File: config.mk
export PLATFORM = sky130hd
export DESIGN_NAME = fetch_stage_flat
export DESIGN_NICKNAME = d
export VERILOG_FILES = /design/src/rtl/fetch_stage_pkg.sv /design/src/rtl/fetch_stage_if.sv /design/src/rtl/fetch_skid_buf.sv /design/src/rtl/fetch_stage.sv /design/src/flat_wrapper.sv
export SDC_FILE = /design/constraint.sdc
export NUM_CORES = 1
export LEC_CHECK = 0
export CAP_MARGIN = 40
export CORE_ASPECT_RATIO = 1.25
export CORE_UTILIZATION = 60
export CTS_CLUSTER_DIAMETER = 80
export DETAILED_ROUTE_END_ITERATION = 10
export DONT_BUFFER_PORTS = 1
export HOLD_SLACK_MARGIN = 0.15
export PLACE_DENSITY = 0.76
export SYNTH_ARGS = -nofsm -noshare
export SYNTH_HDL_FRONTEND = slang
export SYNTH_HIERARCHICAL = 1
export SYNTH_SLANG_ARGS = --single-unit
File: constraint.sdc
create_clock -name clk -period 5.55 [get_ports clk]
set_input_delay 0.8325 -clock clk [delete_from_list [all_inputs] [get_ports clk]]
set_output_delay 0.8325 -clock clk [all_outputs]
set_load 0.02 [all_outputs]
File: src/rtl/fetch_stage_pkg.sv
// Shared pipeline definitions for the fetch stage: constants, state codes,
// the buffered-word record and an address alignment helper.
package fetch_stage_pkg;

   localparam logic [31:0] NOP              = 32'h0000_0000;
   localparam logic [31:0] RESET_PC_DEFAULT = 32'h0000_0000;

   // Fetch FSM encoding
   localparam logic [1:0] ST_REQ  = 2'd0;  // request valid on the bus
   localparam logic [1:0] ST_WAIT = 2'd1;  // one request outstanding
   localparam logic [1:0] ST_DROP = 2'd2;  // outstanding response will be discarded
   localparam logic [1:0] ST_HOLD = 2'd3;  // skid buffer full, decode stalled

   typedef struct packed {
      logic [31:0] instr;
      logic [31:0] pc4;
   } fetch_word_t;

   // Redirect targets are word addresses: the two low bits are dropped.
   function automatic logic [31:0] word_align(input logic [31:0] a);
      return a & 32'hFFFF_FFFC;
   endfunction

endpackage

File: src/rtl/fetch_stage_if.sv
// Instruction-memory request/response bus between the fetch stage (master)
// and instruction memory (slave).
interface fetch_stage_if;
   logic        req;
   logic [31:0] addr;
   logic        gnt;
   logic        rvalid;
   logic [31:0] rdata;

   modport master (output req, output addr, input gnt, input rvalid, input rdata);
   modport slave  (input req, input addr, output gnt, output rvalid, output rdata);
endinterface

File: src/rtl/fetch_skid_buf.sv
// One-entry skid buffer holding a fetched word while decode is stalled.
module fetch_skid_buf
   import fetch_stage_pkg::*;
(
   input  logic        clk,
   input  logic        reset,
   input  logic        load,
   input  logic        drain,
   input  logic        clear,
   input  fetch_word_t load_word,
   output logic        buf_valid,
   output fetch_word_t buf_word
);

   logic        valid_q, valid_d;
   fetch_word_t word_q, word_d;

   // Next-state: clear beats load, load beats drain.
   always_comb begin
      valid_d = valid_q;
      word_d  = word_q;
      if (clear) begin
         valid_d = 1'b0;
      end else if (load) begin
         valid_d = 1'b1;
         word_d  = load_word;
      end else if (drain) begin
         valid_d = 1'b0;
      end
   end

   // Buffer registers.
   always_ff @(posedge clk) begin
      if (reset) begin
         valid_q <= 1'b0;
         word_q  <= '0;
      end else begin
         valid_q <= valid_d;
         word_q  <= word_d;
      end
   end

   assign buf_valid = valid_q;
   assign buf_word  = word_q;

endmodule

File: src/rtl/fetch_stage.sv
// Instruction-fetch stage: PC, single-outstanding memory request FSM,
// redirect handling, skid buffering under stall and the IF/ID register.
module fetch_stage
   import fetch_stage_pkg::*;
#(
   parameter logic [31:0] RESET_PC = RESET_PC_DEFAULT
) (
   input  logic              clk,
   input  logic              reset,
   input  logic              hazard,
   input  logic              flush,
   input  logic              branch,
   input  logic              jump,
   input  logic [31:0]       branch_target,
   input  logic [31:0]       jump_target,
   fetch_stage_if.master     imem,
   output logic [31:0]       IF_ID_instr,
   output logic [31:0]       IF_ID_pc4,
   output logic              IF_ID_valid
);

   logic [1:0]  state_q, state_d;
   logic [31:0] pc_q, pc_d;
   logic [31:0] addr_q, addr_d;          // address of the granted request
   logic [31:0] if_id_instr_q, if_id_instr_d;
   logic [31:0] if_id_pc4_q, if_id_pc4_d;
   logic        if_id_valid_q, if_id_valid_d;

   logic        redir;
   logic [31:0] redir_target;
   logic        resp_fire;
   fetch_word_t resp_word;
   logic        skid_load, skid_drain, skid_clear;
   logic        skid_valid;
   fetch_word_t skid_word;

   // Redirect decode, response qualification and bus outputs.
   always_comb begin
      redir         = flush | branch | jump;
      redir_target  = word_align(jump ? jump_target : branch_target);
      resp_fire     = (state_q == ST_WAIT) && imem.rvalid;
      resp_word     = '{instr: imem.rdata, pc4: addr_q + 32'd4};
      // A redirect withdraws the request so the old pc can never be granted.
      imem.req      = !reset && (state_q == ST_REQ) && !redir;
      imem.addr     = pc_q;
   end

   // FSM, PC and granted-address next-state.
   always_comb begin
      state_d    = state_q;
      pc_d       = pc_q;
      addr_d     = addr_q;
      skid_load  = 1'b0;
      skid_drain = 1'b0;
      skid_clear = 1'b0;
      case (state_q)
         ST_REQ: begin
            if (!redir && imem.gnt) begin
               addr_d  = pc_q;
               pc_d    = pc_q + 32'd4;
               state_d = ST_WAIT;
            end
         end
         ST_WAIT: begin
            if (redir) begin
               state_d = imem.rvalid ? ST_REQ : ST_DROP;
            end else if (imem.rvalid) begin
               if (hazard) begin
                  skid_load = 1'b1;
                  state_d   = ST_HOLD;
               end else begin
                  state_d   = ST_REQ;
               end
            end
         end
         ST_DROP: begin
            if (imem.rvalid) begin
               state_d = ST_REQ;
            end
         end
         ST_HOLD: begin
            if (redir) begin
               skid_clear = 1'b1;
               state_d    = ST_REQ;
            end else if (!hazard) begin
               skid_drain = 1'b1;
               state_d    = ST_REQ;
            end
         end
         default: state_d = ST_REQ;
      endcase
      if (redir) begin
         pc_d = redir_target;
      end
   end

   // IF/ID next-state: redirect bubble, stall hold, buffer, response, bubble.
   always_comb begin
      if_id_instr_d = if_id_instr_q;
      if_id_pc4_d   = if_id_pc4_q;
      if_id_valid_d = if_id_valid_q;
      if (redir) begin
         if_id_valid_d = 1'b0;
         if_id_instr_d = NOP;
      end else if (hazard) begin
         if_id_valid_d = if_id_valid_q;
      end else if (skid_valid) begin
         if_id_valid_d = 1'b1;
         if_id_instr_d = skid_word.instr;
         if_id_pc4_d   = skid_word.pc4;
      end else if (resp_fire) begin
         if_id_valid_d = 1'b1;
         if_id_instr_d = resp_word.instr;
         if_id_pc4_d   = resp_word.pc4;
      end else begin
         if_id_valid_d = 1'b0;
      end
   end

   // State registers; reset discards any response still in flight.
   always_ff @(posedge clk) begin
      if (reset) begin
         state_q       <= ST_REQ;
         pc_q          <= RESET_PC;
         addr_q        <= RESET_PC;
         if_id_instr_q <= NOP;
         if_id_pc4_q   <= 32'h0;
         if_id_valid_q <= 1'b0;
      end else begin
         state_q       <= state_d;
         pc_q          <= pc_d;
         addr_q        <= addr_d;
         if_id_instr_q <= if_id_instr_d;
         if_id_pc4_q   <= if_id_pc4_d;
         if_id_valid_q <= if_id_valid_d;
      end
   end

   fetch_skid_buf u_skid (
      .clk       (clk),
      .reset     (reset),
      .load      (skid_load),
      .drain     (skid_drain),
      .clear     (skid_clear),
      .load_word (resp_word),
      .buf_valid (skid_valid),
      .buf_word  (skid_word)
   );

   assign IF_ID_instr = if_id_instr_q;
   assign IF_ID_pc4   = if_id_pc4_q;
   assign IF_ID_valid = if_id_valid_q;

endmodule

File: src/flat_wrapper.sv
// flat-port wrapper written by rule: the top's interface ports become plain ports
module fetch_stage_flat import fetch_stage_pkg::*;
#(
   parameter logic [31:0] RESET_PC = RESET_PC_DEFAULT
)
  (clk, reset, hazard, flush, branch, jump, branch_target, jump_target, IF_ID_instr, IF_ID_pc4, IF_ID_valid, imem_req, imem_addr, imem_gnt, imem_rvalid, imem_rdata);
  fetch_stage_if imem_i ();
  input  logic clk;
  input  logic reset;
  input  logic hazard;
  input  logic flush;
  input  logic branch;
  input  logic jump;
  input  logic [31:0] branch_target;
  input  logic [31:0] jump_target;
  output logic [31:0] IF_ID_instr;
  output logic [31:0] IF_ID_pc4;
  output logic IF_ID_valid;
  output wire logic [$bits(imem_i.req)-1:0] imem_req;
  output wire logic [$bits(imem_i.addr)-1:0] imem_addr;
  input wire logic [$bits(imem_i.gnt)-1:0] imem_gnt;
  input wire logic [$bits(imem_i.rvalid)-1:0] imem_rvalid;
  input wire logic [$bits(imem_i.rdata)-1:0] imem_rdata;
  assign imem_req = imem_i.req;
  assign imem_addr = imem_i.addr;
  assign imem_i.gnt = imem_gnt;
  assign imem_i.rvalid = imem_rvalid;
  assign imem_i.rdata = imem_rdata;
  fetch_stage #(.RESET_PC(RESET_PC)) u_core (.clk(clk), .reset(reset), .hazard(hazard), .flush(flush), .branch(branch), .jump(jump), .branch_target(branch_target), .jump_target(jump_target), .imem(imem_i), .IF_ID_instr(IF_ID_instr), .IF_ID_pc4(IF_ID_pc4), .IF_ID_valid(IF_ID_valid));
endmodule
==> metrics.md, run 1 <==
| Metric | Value |
|---|---|
| Drt first pass iters | 5 |
| Initial Utilization | 61.9% |
| IO Pins | 202 |
| Synth area leader | dfxtp_1 |
| Non-Filler Instances | 1319 |
| Fin crit period | 3.02 ns |
| Number of diodes | 0 |
| Vias in the first global route | 7612 |
| Core Area | 16300 sq um |
| Met3 usage | 5.94% |
| Register share of total power | 50.2% |
| Leading cell types by count after synthesis | dfxtp_1 (192), nand2_1 (135), nand2b_1 (78) |
| Vias | 8165 |
| Rows | 52 |
| Status | finished clean |
| First-pass GRT wire length | 38900 microns |
| Drt wl/cell | 18.2 microns |
| CTS tree | done |
| Buf/Inv on CP | 2 |
| Fmax | 0.331 GHz |
| Startpoint types | input port |
| Synth Flop Type | dfxtp_1 |
| GR Util All Layers | 27.5% |
| Placed cell area | 9960 sq um |
| PortBufs | 0 |
| Clock Pin Slew Worst Setup and Hold Paths | 0.06 ns |
| Final WL | 24000 microns |
| Clock Path Buffers | 2 |
| Gr ovfl total | 0 |
| Clk root buf | clkbuf_16 |
| Initial antenna violation count | 0 |
| Hold buffer count at cts | 0 |
| Post-DP HPWL | 15200 microns |
| Max cap viols | 0 |
| Synth Instances | 1159 |
| Layout area overhead | 4.93% |
| DRC | 0 |
| Final Hold Fails | 0 |
| Delay-heaviest family, CP | simple AND/OR/NAND/NOR gates |
| Power Dens Cells | 272 nW/um^2 |
| Fin nets | 1196 |
| Grt met1 use | 33.9% |
| Period utilization | 54.4% |
| Grt met2 use | 46.5% |
| DIE AREA | 17400 sq um |
| CP max FO | 42 |
| Critical path cell sequence | nor3_2 -> buf_4 -> nand2b_2 -> buf_4 -> nor3_1 |
| RSZ-0062 raised after global routing | false |
| Crit path capture type | output port |
| Sw frac | 22.4% |
| Layout cells sized above 1 | 11.6% |
| Placed insts | 1287 |
| Worst-skew pair later-pin latency | 0.43 ns |
| Critical path depth | 5 |
| Hold Crit Class | reg -> reg |
| Largest net degree at the start of global routing | 235 |
| Leakage | 3.42 nW |
| Final instance area | 10600 sq um |
| Antenna Nets Post-Route | 0 |
| Worst path max stage delay | 0.60 ns |
| Register area share after synthesis | 38.1% |
| Die height | 147 microns |
| CP max-delay cell | nor3_1 |
| Post-Syn Area | 10100 sq um |
| Count leader, synth | dfxtp_1 |
| Final Slew Violations | 0 |
| Number of flops mapped to enable cells by yosys | 0 |
| Switch Pwr | 0.647 mW |
| Htree depth | 4 |
| Post_cts resized | 0 |
| Clk network pwr share | 45.8% |
| Worst VDD drop | 180 uV |
| Power Internal | 2.24 mW |
| CTS Sinks | 192 |
| Die W | 118 microns |
| Count of unique library cells instantiated by Yosys | 70 |
| Clk_skew | 0.0102 ns |
| Combinational group share of total power | 4.0% |
| CP Class | in -> out |
| Cell mode on critical path | buf_4 |
| Number of DRC markers in iteration 0 | 491 |
| Async SR Flop Fraction | 0% |
| R2r worst-path depth | 7 |
| CP arrival | 2.19 ns |
| Synth top area cells | dfxtp_1 (38%), nand4bb_1 (7.1%), o21ai_2 (5.2%) |
| GRT busiest layer | met2 |
| Warnings from Yosys | 6 |
| Max_slew headroom | 38.7% |
| CTS Buf Count | 17 |
| CP required | 4.72 ns |
| Post-CTS setup buffer count | 0 |
| Final Setup Violations | 0 |
| Vias per Instance | 6.19 |
| Post-synthesis register bit count | 192 |
| Tightest Pin Transition | 0.908 ns |
| Hold path cells | 2 |
| Share of the synthesized area in the top cell type | 38.1% |
| Gp weighted congestion | 0.918 |
| Post-route setup TNS | 0 ns |
| Final core utilization | 64.9% |
| Avg Synthesized Cell Area | 8.72 sq um |
-- final timing paths --
| check | start | to | slack, ns |
|---|---|---|---|
| worst max-delay path | branch | imem_req | 2.53 |
| worst min-delay path | u_core/u_skid/buf_word[19]$_SDFFE_PP0P_ | u_core/u_skid/buf_word[19]$_SDFFE_PP0P_ | 0.47 |
| worst max register to register | u_core/u_skid/buf_valid$_SDFFE_PP0P_ | u_core/IF_ID_pc4[24]$_SDFFE_PP0P_ | 2.98 |
| worst min register to register | u_core/u_skid/buf_word[19]$_SDFFE_PP0P_ | u_core/u_skid/buf_word[19]$_SDFFE_PP0P_ | 0.47 |
-- worst reg2reg max path, delay by kind of cell (launching register included) --
| kind | cells | cell delay [ns] |
|---|---|---|
| flops | 1 | 0.72 |
| compound gates | 2 | 0.41 |
| buf+inv | 3 | 0.78 |
| simple gates | 2 | 0.63 |
-- kinds of logic after synthesis --
logic type               after synthesis  share of synthesized area, %
other                                  1                        0.0371
AND/OR/NAND/NOR                      488                          28.9
multiplexers                          35                          3.47
buffers and inverters                122                          6.57
flip-flops                           192                          38.1
XOR/XNOR                              36                          3.12
AO/OA/AOI/OAI                        283                          19.6
adder cells (fa/ha/maj)                2                         0.248
-- sequential cells by signal, indices dropped and copies added, names as in the netlist --
signal,cells
u_core/state_q,2
u_core/u_skid/buf_word,64
u_core/u_skid/buf_valid,1
u_core/IF_ID_valid,1
u_core/IF_ID_instr,32
u_core/IF_ID_pc4,32
u_core/imem.addr,30
u_core/addr_q,30
-- per-layer routing --
layer  up-vias  part of all wire [%]  routed length, microns
met1      3865                    44                   10500
met5         -                     0                       0
met3        36                   5.0                    1210
met2       216                    49                   11700
met4         0                   2.3                     563
li1       4048                     -                       -
-- power by group through the flow --
stage               combinational (mW)  clock, mW  sequential [mW]
finish                           0.115       1.32             1.45
global route                     0.127       1.40             1.45
CTS                              0.114       1.35             1.45
detailed placement               0.113          0             1.48
global placement                 0.111          0             1.48
floorplan                        0.122          0             1.47
-- layout by cell type, fill, tap and decap left out, drive strengths merged, types with 3 or more instances in the layout --
cell	synthesis	layout
nor3	27	27
o211ai	11	11
a311o	3	3
nor4	14	14
nand2	135	135
a211o	11	11
and4	8	8
o22ai	12	12
o31ai	4	4
inv	19	21
a21oi	77	77
nor2	67	67
a21o	4	4
bufinv	0	4
nand3	22	22
o21ai	83	83
xor2	13	13
o32ai	3	3
a31oi	8	8
and3	16	16
and2	6	6
conb	1	4
or4	7	7
or3	5	5
nand4	16	16
mux2i	35	35
o21a	4	4
nand2b	78	78
or2	6	6
nand4bb	64	64
buf	43	12
xnor2	23	23
nor3b	12	12
a311oi	4	4
a211oi	42	42
clkbuf	59	21
dfxtp	192	192
clkinv	0	4
-- through the flow --
step | hold WS [ns] | setup WS, ns | total power [mW]
detailed placement | 0.458 | 2.30 | 1.59
CTS | 0.470 | 2.53 | 2.91
floorplan | 0.441 | 2.69 | 1.59
global route | 0.470 | 2.44 | 2.98
global placement | 0.451 | 2.36 | 1.59
finish | 0.469 | 2.53 | 2.88
-- layout make-up --
class | instances | area [sq um]
clock inverters | 11 | 176
inverters | 19 | 71.3
well taps | 216 | 270
repair buffers | 12 | 123
multi-input cells | 848 | 5650
clock buffers | 21 | 460
flip-flops and latches | 192 | 3850
fillers | 1408 | 5730
Note: power is estimated with default switching activity, not from simulation.
==> run 2: changes to the inputs <==
- CORE_UTILIZATION: 60 -> 58
- clock period: 5.55 -> 2.57 ns (I/O delays scaled with it)
==> run 2 against run 1 <==
  * Register-to-register slack got worse by 2.7 ns
  * Sequential power increased by 110%
  * Critical path depth stayed put
  * Critical endpoint is now u_core/imem.addr[26]$_SDFFE_PP0P_
  * Largest power group unchanged
  * Highest routed layer unchanged
==> metrics.md, run 2 (synthesized netlist as in run 1, its figures left out) <==
| Metric | Value |
|---|---|
| CP max FO | 4 |
| Worst VDD drop | 454 uV |
| Hold Crit Class | in -> reg |
| Initial antenna violation count | 0 |
| GR Util All Layers | 30.4% |
| CP max-delay cell | or4_4 |
| Layout area overhead | 13.8% |
| CP required | 2.84 ns |
| Final WL | 27600 microns |
| CP Class | reg -> reg |
| Number of diodes | 0 |
| IO Pins | 202 |
| Vias | 8864 |
| PortBufs | 0 |
| Tightest Pin Transition | 0.835 ns |
| CTS Buf Count | 17 |
| CTS Sinks | 192 |
| Layout cells sized above 1 | 14.9% |
| Most frequent cells in the layout | dfxtp_1 (191), nand2_1 (135), nand2b_1 (77) |
| Clock Pin Slew Worst Setup and Hold Paths | 0.07 ns |
| DIE AREA | 18000 sq um |
| Period utilization | 88.6% |
| Worst-skew pair later-pin latency | 0.42 ns |
| Largest net degree at the start of global routing | 117 |
| Critical path cell sequence | nand4_1 -> or4_4 -> nor4_2 -> a311o_1 -> a221oi_1 |
| Gr ovfl total | 0 |
| WL met1 | 11400 microns |
| Most common cell after layout, fill and taps aside | dfxtp_1 |
| Post-route setup TNS | 0 ns |
| Fin crit period | 2.28 ns |
| Max_slew headroom | 44.1% |
| Final total power | 6.33 mW |
| Final Hold Fails | 0 |
| Highest metal used | met4 |
| Clock Path Buffers | 2 |
| Core Area | 16900 sq um |
| Final Setup Violations | 0 |
| Vias in the first global route | 8272 |
| Vias per Instance | 6.22 |
| Antenna Nets Post-Route | 0 |
| Worst path max stage delay | 0.66 ns |
| Leakage | 3.90 nW |
| Final Slew Violations | 0 |
| Post_cts resized | 0 |
| Startpoint types | flop |
| Htree depth | 4 |
| Post-CTS setup buffer count | 0 |
| Routed wl met2 | 13600 microns |
| First-pass GRT wire length | 43400 microns |
| Die W | 120 microns |
| Gp weighted congestion | 0.985 |
| Drt first pass iters | 7 |
| Max cap viols | 0 |
| Fmax | 0.439 GHz |
| Rows | 53 |
| Drt wl/cell | 19.4 microns |
| Status | finished clean |
| Fin nets | 1299 |
| Initial Utilization | 59.7% |
| Max reg flops | 64 |
| DRC | 0 |
| Number of DRC markers in iteration 0 | 647 |
| CTS tree | done |
| Crit path capture type | flop |
| CP arrival | 2.55 ns |
| RSZ-0062 raised after global routing | false |
| Clk_skew | 0.00629 ns |
| Hold buffer count at cts | 51 |
| Die height | 150 microns |
| Final core utilization | 68.0% |
| Delay-heaviest family, CP | simple AND/OR/NAND/NOR gates |
| Post-DP HPWL | 17100 microns |
| Buf/Inv on CP | 0 |
| Met3 wire length | 1830 microns |
| Clk root buf | clkbuf_16 |
| Power Dens Cells | 551 nW/um^2 |
[run 2: layout make-up]
class	count	area, sq um
Clock buffer	18	429
Clock inverter	13	185
Fill cell	1368	5410
Inverter	19	71.3
Multi-Input combinational cell	848	5650
Sequential cell	192	3850
Tap cell	220	275
Timing Repair Buffer	115	1040
[run 2: power breakdown]
group	switching [mW]	total (mW)	internal (mW)	leakage, nW
combinational	0.259	0.474	0.216	2.04
clock	1.16	2.80	1.63	0.303
sequential	0.0508	3.06	3.01	1.55
[run 2: final timing paths]
| kind | cells past startpoint | end | slack (ns) | startpoint |
|---|---|---|---|---|
| max | 5 | u_core/imem.addr[26]$_SDFFE_PP0P_ | 0.29 | u_core/imem.addr[7]$_SDFFE_PP0P_ |
| min | 2 | u_core/u_skid/buf_word[63]$_SDFFE_PP0P_ | 0.17 | reset |
| max reg2reg | 5 | u_core/imem.addr[26]$_SDFFE_PP0P_ | 0.29 | u_core/imem.addr[7]$_SDFFE_PP0P_ |
| min reg2reg | 2 | u_core/u_skid/buf_word[60]$_SDFFE_PP0P_ | 0.46 | u_core/u_skid/buf_word[60]$_SDFFE_PP0P_ |
[run 2: layer usage]
| layer | track usage, % | vias up |
|---|---|---|
| met4 | 11.1 | 0 |
| met3 | 6.52 | 44 |
| met1 | 36.7 | 4223 |
| met5 | 0 | - |
| li1 | - | 4243 |
| met2 | 52.6 | 354 |
[run 2: worst reg2reg max path, cell delays in order (launching register included)]
cell and delay, ns:
dfxtp_1 0.36, nand4_1 0.30, or4_4 0.66, nor4_2 0.48, a311o_1 0.25, a221oi_1 0.07
[run 2: stage by stage]
step	area [sq um]	std cells	hold WS [ns]	setup WS (ns)
after floorplan	10100	1162	0.441	0.443
after global placement	10300	1341	0.452	0.366
after detailed placement	10300	1341	0.453	0.325
after CTS	11500	1423	0.150	0.310
after global routing	11500	1425	0.151	0.201
final	11500	1425	0.168	0.292
